**src/rtl/ascon_ctrl_fsm.sv**
```systemverilog
// Sequencer for the ASCON-128 encryption datapath: init, AD absorption, PT encryption, finalisation, tag.
// Moore decode of state+counter; only en_data_o passes data_valid_i through combinationally.
module ascon_ctrl_fsm #(
  parameter int ROUNDS_A = 12,
  parameter int ROUNDS_B = 6
) (
  input  logic       clock_i,
  input  logic       resetb_i,
  input  logic       start_i,
  input  logic       data_valid_i,
  input  logic       data_last_i,
  output logic       data_ready_o,
  output logic       en_data_o,
  output logic [3:0] round_o,
  output logic       en_state_o,
  output logic       init_o,
  output logic       xor_data_o,
  output logic       xor_key_begin_o,
  output logic       xor_key_end_o,
  output logic       xor_lsb_o,
  output logic       en_cipher_o,
  output logic       en_tag_o,
  output logic       busy_o,
  output logic       done_o
);

  typedef enum logic [2:0] {
    S_IDLE,
    S_INIT,
    S_WAIT_AD,
    S_AD,
    S_WAIT_PT,
    S_PT,
    S_FINAL,
    S_DONE
  } state_t;

  // p^a in INIT counts 0..ROUNDS_A-1; every other permutation ends on round 11.
  localparam logic [3:0] C_INIT_END = 4'(ROUNDS_A - 1);
  localparam logic [3:0] C_A_START  = 4'(12 - ROUNDS_A);
  localparam logic [3:0] C_B_START  = 4'(12 - ROUNDS_B);
  localparam logic [3:0] C_LAST     = 4'd11;

  state_t     r_state;
  state_t     w_next_state;
  logic [3:0] r_cnt;
  logic [3:0] w_next_cnt;
  logic       r_last;
  logic       w_next_last;

  always_ff @(posedge clock_i or negedge resetb_i) begin
    if (!resetb_i) begin
      r_state <= S_IDLE;
      r_cnt   <= 4'd0;
      r_last  <= 1'b0;
    end else begin
      r_state <= w_next_state;
      r_cnt   <= w_next_cnt;
      r_last  <= w_next_last;
    end
  end

  always_comb begin
    w_next_state    = r_state;
    w_next_cnt      = r_cnt;
    w_next_last     = r_last;
    data_ready_o    = 1'b0;
    round_o         = 4'd0;
    en_state_o      = 1'b0;
    init_o          = 1'b0;
    xor_data_o      = 1'b0;
    xor_key_begin_o = 1'b0;
    xor_key_end_o   = 1'b0;
    xor_lsb_o       = 1'b0;
    en_cipher_o     = 1'b0;
    en_tag_o        = 1'b0;
    busy_o          = (r_state != S_IDLE);
    done_o          = 1'b0;

    case (r_state)
      S_IDLE: begin
        if (start_i) begin
          w_next_state = S_INIT;
          w_next_cnt   = 4'd0;
        end
      end

      S_INIT: begin
        en_state_o = 1'b1;
        round_o    = r_cnt;
        init_o     = (r_cnt == 4'd0);
        if (r_cnt == C_INIT_END) begin
          xor_key_end_o = 1'b1;
          w_next_state  = S_WAIT_AD;
        end else begin
          w_next_cnt = r_cnt + 4'd1;
        end
      end

      S_WAIT_AD: begin
        data_ready_o = 1'b1;
        if (data_valid_i) begin
          w_next_last  = data_last_i;
          w_next_cnt   = C_B_START;
          w_next_state = S_AD;
        end
      end

      S_AD: begin
        en_state_o = 1'b1;
        round_o    = r_cnt;
        xor_data_o = (r_cnt == C_B_START);
        if (r_cnt == C_LAST) begin
          if (r_last) begin
            xor_lsb_o    = 1'b1;
            w_next_state = S_WAIT_PT;
          end else begin
            w_next_state = S_WAIT_AD;
          end
        end else begin
          w_next_cnt = r_cnt + 4'd1;
        end
      end

      S_WAIT_PT: begin
        data_ready_o = 1'b1;
        if (data_valid_i) begin
          w_next_last = data_last_i;
          // The last PT block is absorbed by the first round of finalisation.
          if (data_last_i) begin
            w_next_cnt   = C_A_START;
            w_next_state = S_FINAL;
          end else begin
            w_next_cnt   = C_B_START;
            w_next_state = S_PT;
          end
        end
      end

      S_PT: begin
        en_state_o  = 1'b1;
        round_o     = r_cnt;
        xor_data_o  = (r_cnt == C_B_START);
        en_cipher_o = (r_cnt == C_B_START);
        if (r_cnt == C_LAST) begin
          w_next_state = S_WAIT_PT;
        end else begin
          w_next_cnt = r_cnt + 4'd1;
        end
      end

      S_FINAL: begin
        en_state_o = 1'b1;
        round_o    = r_cnt;
        if (r_cnt == C_A_START) begin
          xor_data_o      = 1'b1;
          en_cipher_o     = 1'b1;
          xor_key_begin_o = 1'b1;
        end
        if (r_cnt == C_LAST) begin
          xor_key_end_o = 1'b1;
          en_tag_o      = 1'b1;
          w_next_state  = S_DONE;
        end else begin
          w_next_cnt = r_cnt + 4'd1;
        end
      end

      S_DONE: begin
        done_o       = 1'b1;
        w_next_state = S_IDLE;
      end

      default: begin
        w_next_state = S_IDLE;
      end
    endcase
  end

  assign en_data_o = data_ready_o & data_valid_i;

endmodule

```
**config.mk**
```make
export PLATFORM = sky130hd
export DESIGN_NAME = ascon_ctrl_fsm
export DESIGN_NICKNAME = d
export VERILOG_FILES = /design/src/rtl/ascon_ctrl_fsm.sv
export SDC_FILE = /design/constraint.sdc
export NUM_CORES = 1
export LEC_CHECK = 0
export ABC_AREA = 0
export BUFFER_PORTS_ARGS = -buffer_cell sky130_fd_sc_hd__buf_2
export CAP_MARGIN = 20
export CORE_ASPECT_RATIO = 0.9
export CORE_UTILIZATION = 39
export DETAILED_ROUTE_END_ITERATION = 8
export PLACE_DENSITY_LB_ADDON = 0.3
export SLEW_MARGIN = 40
export SYNTH_ARGS = -nofsm -noshare
export SYNTH_HDL_FRONTEND = slang
export SYNTH_SLANG_ARGS = --single-unit
```
**constraint.sdc**
```tcl
create_clock -name clock_i -period 2.6 [get_ports clock_i]
set_input_delay 0.39 -clock clock_i [delete_from_list [all_inputs] [get_ports clock_i]]
set_output_delay 0.39 -clock clock_i [all_outputs]
set_load 0.005 [all_outputs]
```
### Word level (Yosys, flattened, before mapping)

Cells that the tools add are included.

* register bits: 8
* input bits: 5
* output and inout port bits: 16
* logic and storage cells: 64

* add/sub/neg operators: 1
* eq/ne operators: 17
* mux-type cells: 31
* bitwise gates (word level): 1
* reduce and logical (&&, ||, !) cells: 11

Operators with widths (number)
* $mux W3: 9
* $pmux W3 S8: 1
* $mux W4: 5
* $ne A2 B2 Y1 const B: 8
* $pmux W4 S4: 1
* $eq A3 B3 Y1 const B: 4
* $mux W1: 12
* $reduce_and A7 Y1: 1
* $eq A3 B2 Y1 const B: 2
* $reduce_or A2 Y1: 3
* $reduce_and A5 Y1: 1
* $add A4 B1 Y4 const B: 1
* $eq A4 B3 Y1 const B: 1
* $eq A4 B4 Y1 const B: 1
* $logic_not A4 Y1: 1
* $pmux W1 S2: 2
* $reduce_bool A4 Y1: 1
* $reduce_or A4 Y1: 1
* $eq A3 B1 Y1 const B: 1
* $logic_not A3 Y1: 1
* $reduce_bool A3 Y1: 1
* $mux W2: 1
* $reduce_and A2 Y1: 1
* $and A1 B1 Y1: 1

### Depth between registers and ports, before layout

Gate-level depths: netlist of the first run.

* word-level depth: 4
* mapped depth: 6
* mapped depth without buffers: 5

### Least setup slack after synthesis of the first run

Ideal clock, no wire load.

* path kind: register -> output
* start point: register r_state[0]
* end point: output busy_o
* data arrival time: 1.153 ns
* data required time: 2.210 ns
* path slack: 1.057 ns
* stages on the path, launching flop included: 4
* buffers on the path: 2
* cells stage by stage: dfrtp_1 > buf_4 > buf_2 > or3_1

* word-level cells in the longest chain between the ends: 1

Ends and longest elaborated chain
* start: declaration: line 44 `state_t r_state;`
* start signal: assignment: line 57 `r_state <= w_next_state;`
* $reduce_bool A3 Y1: line 77 `busy_o = (r_state != S_IDLE);`
* end: declaration: line 23 `output logic busy_o,`

Every way passes these cells.

### Final worst setup path of the first run

* start point: register r_state[2]
* end point: output round_o[3]

* word-level cells in the longest chain between the ends: 3
* elaborated cells between the ends (all ways): 6
* classes of those cells: eq/ne: 4; mux: 1; reduce/logical: 1

Ends and longest elaborated chain
* $eq A3 B3 Y1 (tied with other cells): line 80 `case (r_state)`
* $reduce_or A4 Y1 (no line) *
* $mux W4 *: line 80
* end: declaration: line 14 `output logic [3:0] round_o,`

Every way passes the cells marked *; elsewhere a longest branch is shown, timed or not.

==> results of run 1 <==
==> synthesized netlist by cell type, types with 3 or more instances <==
cell type,instances,area [µm²]
o21a_1,3,22.5
nand3_1,4,20.0
buf_2,3,15.0
o21ai_1,4,20.0
nor2_1,11,41.3
dfrtp_1,8,200
inv_1,7,26.3
nand2_1,9,33.8
ha_1,3,37.5
a21oi_1,7,35.0
==> state kept, by name, summed over array words and instances, names as in the netlist <==
signal and count:
r_last 1, r_cnt 4, r_state 3
==> power groups by stage <==
stage | clock network (mW) | registers (mW) | logic [mW]
finish | 0.0877 | 0.323 | 0.525
global route | 0.100 | 0.338 | 0.592
CTS | 0.0912 | 0.320 | 0.529
detailed placement | 0 | 0.323 | 0.525
global placement | 0 | 0.321 | 0.524
floorplan | 0 | 0.249 | 0.457
==> through the flow <==
stage / total power [mW] / worst slack, ns / std cells
floorplan: 0.705 / 1.06 / 93
global placement: 0.845 / 0.743 / 132
detailed placement: 0.848 / 0.704 / 132
CTS: 0.940 / 0.430 / 136
global route: 1.03 / 0.306 / 136
finish: 0.935 / 0.438 / 136
==> layout by cell type (no fill, tap or decap), types with 2 or more instances in the layout <==
cell	netlist	routed
a21oi_1	7	7
o21ai_0	2	2
buf_2	3	20
nand3_1	4	4
xnor2_1	2	2
nor2_1	11	11
clkbuf_4	0	3
and2_1	2	2
inv_1	7	7
o21ai_1	4	4
nor3b_1	2	2
dfrtp_1	8	8
o21a_1	3	3
nand2_1	9	9
ha_1	3	3
==> final cells by class <==
class                           count  area (µm²)  area share, %
Sequential cell                     8         200           23.0
Tap cell                           24        30.0           3.45
Multi-Input combinational cell     72         478           54.9
Clock buffer                        3        22.5           2.59
Timing Repair Buffer               21         110           12.6
Inverter                            8        30.0           3.45
==> worst paths after layout <==
check / to / cells after the start / start / slack [ns]
setup / recovery: round_o[3] / 5 / r_state[2] / 0.44
hold / removal: r_last / 2 / data_last_i / 0.45
setup reg to reg: r_cnt[1] / 4 / r_state[0] / 0.78
hold reg to reg: r_last / 1 / r_last / 0.52
max in group asynchronous: r_state[1] / 2 / resetb_i / 1.93
min in group asynchronous: r_cnt[0] / 2 / resetb_i / 0.51
==> cell families (layout without fill, tap and decap cells) <==
logic type	after synthesis	count (layout)	synth area share [%]
buf+inv	13	32	8.60
xor+xnor	4	4	7.25
mux	2	2	3.54
simple gates	39	39	27.0
compound gates	24	24	21.6
flops	8	8	27.0
fa+ha+maj	3	3	5.06
==> what timing repair did <==
item                                   in CTS  in global routing
endpoints found under the hold margin       8                  0
hold buffers                                1                  0
resized for setup                           0                  0
buffers inserted                            0                  0
==> per-layer routing <==
metal | track usage (%) | up-vias
met5 | 0 | -
met1 | 25.6 | 311
met2 | 22.7 | 20
met4 | 8.33 | 0
li1 | - | 360
met3 | 1.25 | 2
==> metrics.txt, run 1 <==
Overflow after GRT=0; Period minus WS final=2.16 ns; Initial DRT Pass Iterations=4; instance area at placement=838 µm²; worst vdd ir=0.621 mV; Final Skew=0.00173 ns; Post-DP HPWL=1200 µm; CTS tree=done; CP bufs+invs=2; clk_lat worst skew=0.24 ns; routability cong.=0.817; WL/cell=11.4 µm; Finished Cell Area=871 µm²; Num CTS Buffers=3; antenna violation net count after detailed routing=0; Max Root-Sink Buffers=2; max-slew violations=0; Combinational Power Share=56.1%; final setup TNS=0 ns; metal3 WL=73 µm; ys async rst share=100%; Synth Area per Inst=7.98 µm²; Clock transition at path regs=0.05 ns; largest delay contributor family on the critical path=flip-flops; DRT iter0 DRCs=21; fillers=165; Max Freq=0.463 GHz; met1 WL=789 µm; crit-path max FO=17; # nets final=122; RSZ-0062 raised after global routing=false; number of synthesized flops with an enable pin=0; max layer used=met4; die area=2080 µm²; Synth Register Bits=8; Final Hold Slack=0.445 ns; first-pass GRT wire length=2440 µm; port bufs=20; Max-Slew Margin vs Limit=52.7%; H-tree depth=1; Pint=0.504 mW; Cell Chain, Critical Path=nand2_2 > xor2_4 > inv_2 > and2_1 > buf_2; post-synthesis sequential area ratio=27.0%; CP required=2.21 ns; worst-margin pin slew=0.709 ns; Tot GR Track Use=16.5%; vias=693; CP Class=reg2out; area grow syn2layout=17.4%; Die Y=43.4 µm; Sw Share=46.1%; Die W=48.0 µm; crit start category=register; mapped cell area=742 µm²; Clock power frac=9.4%; Root Buffer Master=clkbuf_4; largest net degree at the start of global routing=23; outcome=complete, no violations; Vias/cell=5.10; prevailing post-synth register cell=dfrtp_1; NetSw=0.431 mW; post-layout util=50.2%; Slowest Stage Delay on Critical Path=0.68 ns; initial antenna violation count=0; Netlist cell types=40; Max Cap Viol=0; clk sinks=8; core area=1730 µm²; Arrival @ worst endpoint=1.77 ns; # setup viols final=0; Setup crit end kind=primary output; HP Class=in2reg; share of cells above drive strength 1=25.9%; sequential share of power=34.5%; io pins=21; Initial Utilization=42.8%; antenna fix cells=0; period utilization=83.1%; met2 WL post-DR=678 µm; DRT Wirelength=1560 µm; row count=14; Yosys warning count=0; slowest CP cell=dfrtp_1; vias in the first global route=580; Static Leakage=0.425 nW; DRC violation count after routing=0; Hold Vio Cnt, Final=0; power density over cell area=1070 nW/µm²; Mapped Cells=93; Synthesized Nets=101
Power figures use the tool's default switching activity.
==> run 2: changes to the inputs <==
==> constraint.sdc (replaced) <==
create_clock -name clock_i -period 1.9 [get_ports clock_i]
set_input_delay 0.285 -clock clock_i [delete_from_list [all_inputs] [get_ports clock_i]]
set_output_delay 0.285 -clock clock_i [all_outputs]
set_load 0.005 [all_outputs]
==> metrics.txt, run 2 (synthesized netlist as in run 1, its figures left out) <==
initial antenna violation count=0 (unchanged); Overflow after GRT=0 (unchanged); most flop-heavy register=r_cnt; registers with the highest flip-flop counts=r_cnt (4), r_state (3), r_last (1); crit start category=register; share of cells above drive strength 1=35.3% (+9.4 points); final setup TNS=0 ns (unchanged); row count=14 (unchanged); Die W=48.0 µm (unchanged); max-slew violations=0 (unchanged); Hold Vio Cnt, Final=0 (unchanged); Period minus WS final=1.79 ns; DRC violation count after routing=0 (unchanged); hold_sp=data_last_i; hold path cells=2 (unchanged); Finished Layout Cells=143 (+5.1%); vias=730 (+5.3%); Root Buffer Master=clkbuf_4; # setup viols final=0 (unchanged); period utilization=94.4%; R2R setup slack=0.19 ns (-0.59 ns); Initial DRT Pass Iterations=5 (+1); core area=1730 µm² (unchanged); die area=2080 µm² (unchanged); antenna fix cells=0 (unchanged); H-tree depth=1 (unchanged); Initial Utilization=42.8% (unchanged); fillers=164 (-0.61%); Reg2Reg Depth=5 (+1); first-pass GRT wire length=2710 µm (+11%); hold endpoint=r_last; Max-Slew Margin vs Limit=75.7% (+23 points); clk sinks=8 (unchanged); max FFs per register=4 (unchanged); Arrival @ worst endpoint=1.51 ns (-0.26 ns); Setup crit end kind=primary output; multi-input logic area=494 µm² (+3.4%); antenna violation net count after detailed routing=0 (unchanged); routability cong.=0.789 (-3.4%); outcome=complete, no violations; Register Area=204 µm² (+1.9%); port bufs=20 (unchanged); Vias/cell=5.10 (+0.18%); DRT iter0 DRCs=25 (+19%); CP Class=reg2out; Num CTS Buffers=3 (unchanged); largest net degree at the start of global routing=17 (-26%); io pins=21 (unchanged); crit-path max FO=7 (-10); vias in the first global route=609 (+5.0%); Static Leakage=0.459 nW (+8.0%); clk_lat worst skew=0.25 ns (about the same); Tot GR Track Use=18.5% (+2.0 points); power density over cell area=1470 nW/µm² (+37%); worst vdd ir=0.618 mV (-0.49%); Die Y=43.4 µm (unchanged); WL/cell=12.1 µm (+5.4%); CTS tree=done; Max Cap Viol=0 (unchanged); area grow syn2layout=27.2%; Post-DP HPWL=1280 µm (+6.0%); Crit Reg-Reg Endpoint=r_cnt[1]; Final Hold Slack=0.334 ns (-0.112 ns); worst-margin pin slew=0.355 ns (-0.354 ns); worst reg2reg path startpoint=r_state[2]; RSZ-0062 raised after global routing=false; placed cell count=135 (+2.3%); Max Freq=0.558 GHz; commonest non-fill, non-tap cell in the layout=buf_2; Clock transition at path regs=0.06 ns (about the same); HP Class=in2reg; # nets final=129 (+5.7%); most frequent cells in the layout=buf_2, nor2_1, nand2_1; Final Skew=0.0134 ns (+0.0117 ns); CP required=1.62 ns (-0.59 ns); Max Root-Sink Buffers=2 (unchanged); DRT Wirelength=1720 µm (+11%)
## run 2: worst max-delay path: stages, from the launching register on
cell and delay [ns]:
dfrtp_2 0.45, nand2_2 0.17, xor2_4 0.25, inv_2 0.10
and2_1 0.16, buf_2 0.12
## run 2: final cells by class
type	instances	area share, %
tap	24	3.18
multi-input combinational	72	52.4
inverter	8	3.18
timing repair buffer	28	17.2
clock buffer	3	2.39
sequential	8	21.6
## run 2: worst max path at each step
stage / start / endpoint / slack (ns)
after floorplan: r_state[2] / r_state[1] / 0.40
after global placement: r_state[1] / round_o[3] / 0.19
after detailed placement: r_state[1] / round_o[3] / 0.16
after CTS: r_cnt[1] / xor_lsb_o / 0.007
after global routing: r_state[0] / round_o[3] / 0.007
final: r_state[2] / round_o[3] / 0.11
## run 2: repair_timing
item / CTS / global route
pin swaps: 0 / 1
gates resized for setup: 2 / 4
hold buffers: 1 / 0
hold endpoints to repair: 8 / 0
setup endpoints to repair: 1 / 4
buffers inserted: 0 / 4
## run 2: report_power, final
part / switching [mW] / total, mW / leakage, nW / internal, mW
combinational: 0.445 / 0.873 / 0.353 / 0.428
sequential: 0.124 / 0.382 / 0.0919 / 0.258
clock: 0.0567 / 0.129 / 0.0138 / 0.0722
## run 2: through the flow
stage	utilization [%]	instance area, µm²	setup slack, ns	power, mW
CTS	51.7	896	0.00721	1.33
global placement	49.6	861	0.187	1.18
detailed placement	49.6	861	0.160	1.19
floorplan	-	742	0.404	0.965
finish	54.4	943	0.107	1.38
global route	54.4	943	0.00674	1.52
## run 2: layer usage
metal	track usage, %	share of wire (%)
met5	0	0
met4	8.33	0.64
met3	1.67	4.9
met2	27.8	48
met1	26.7	47
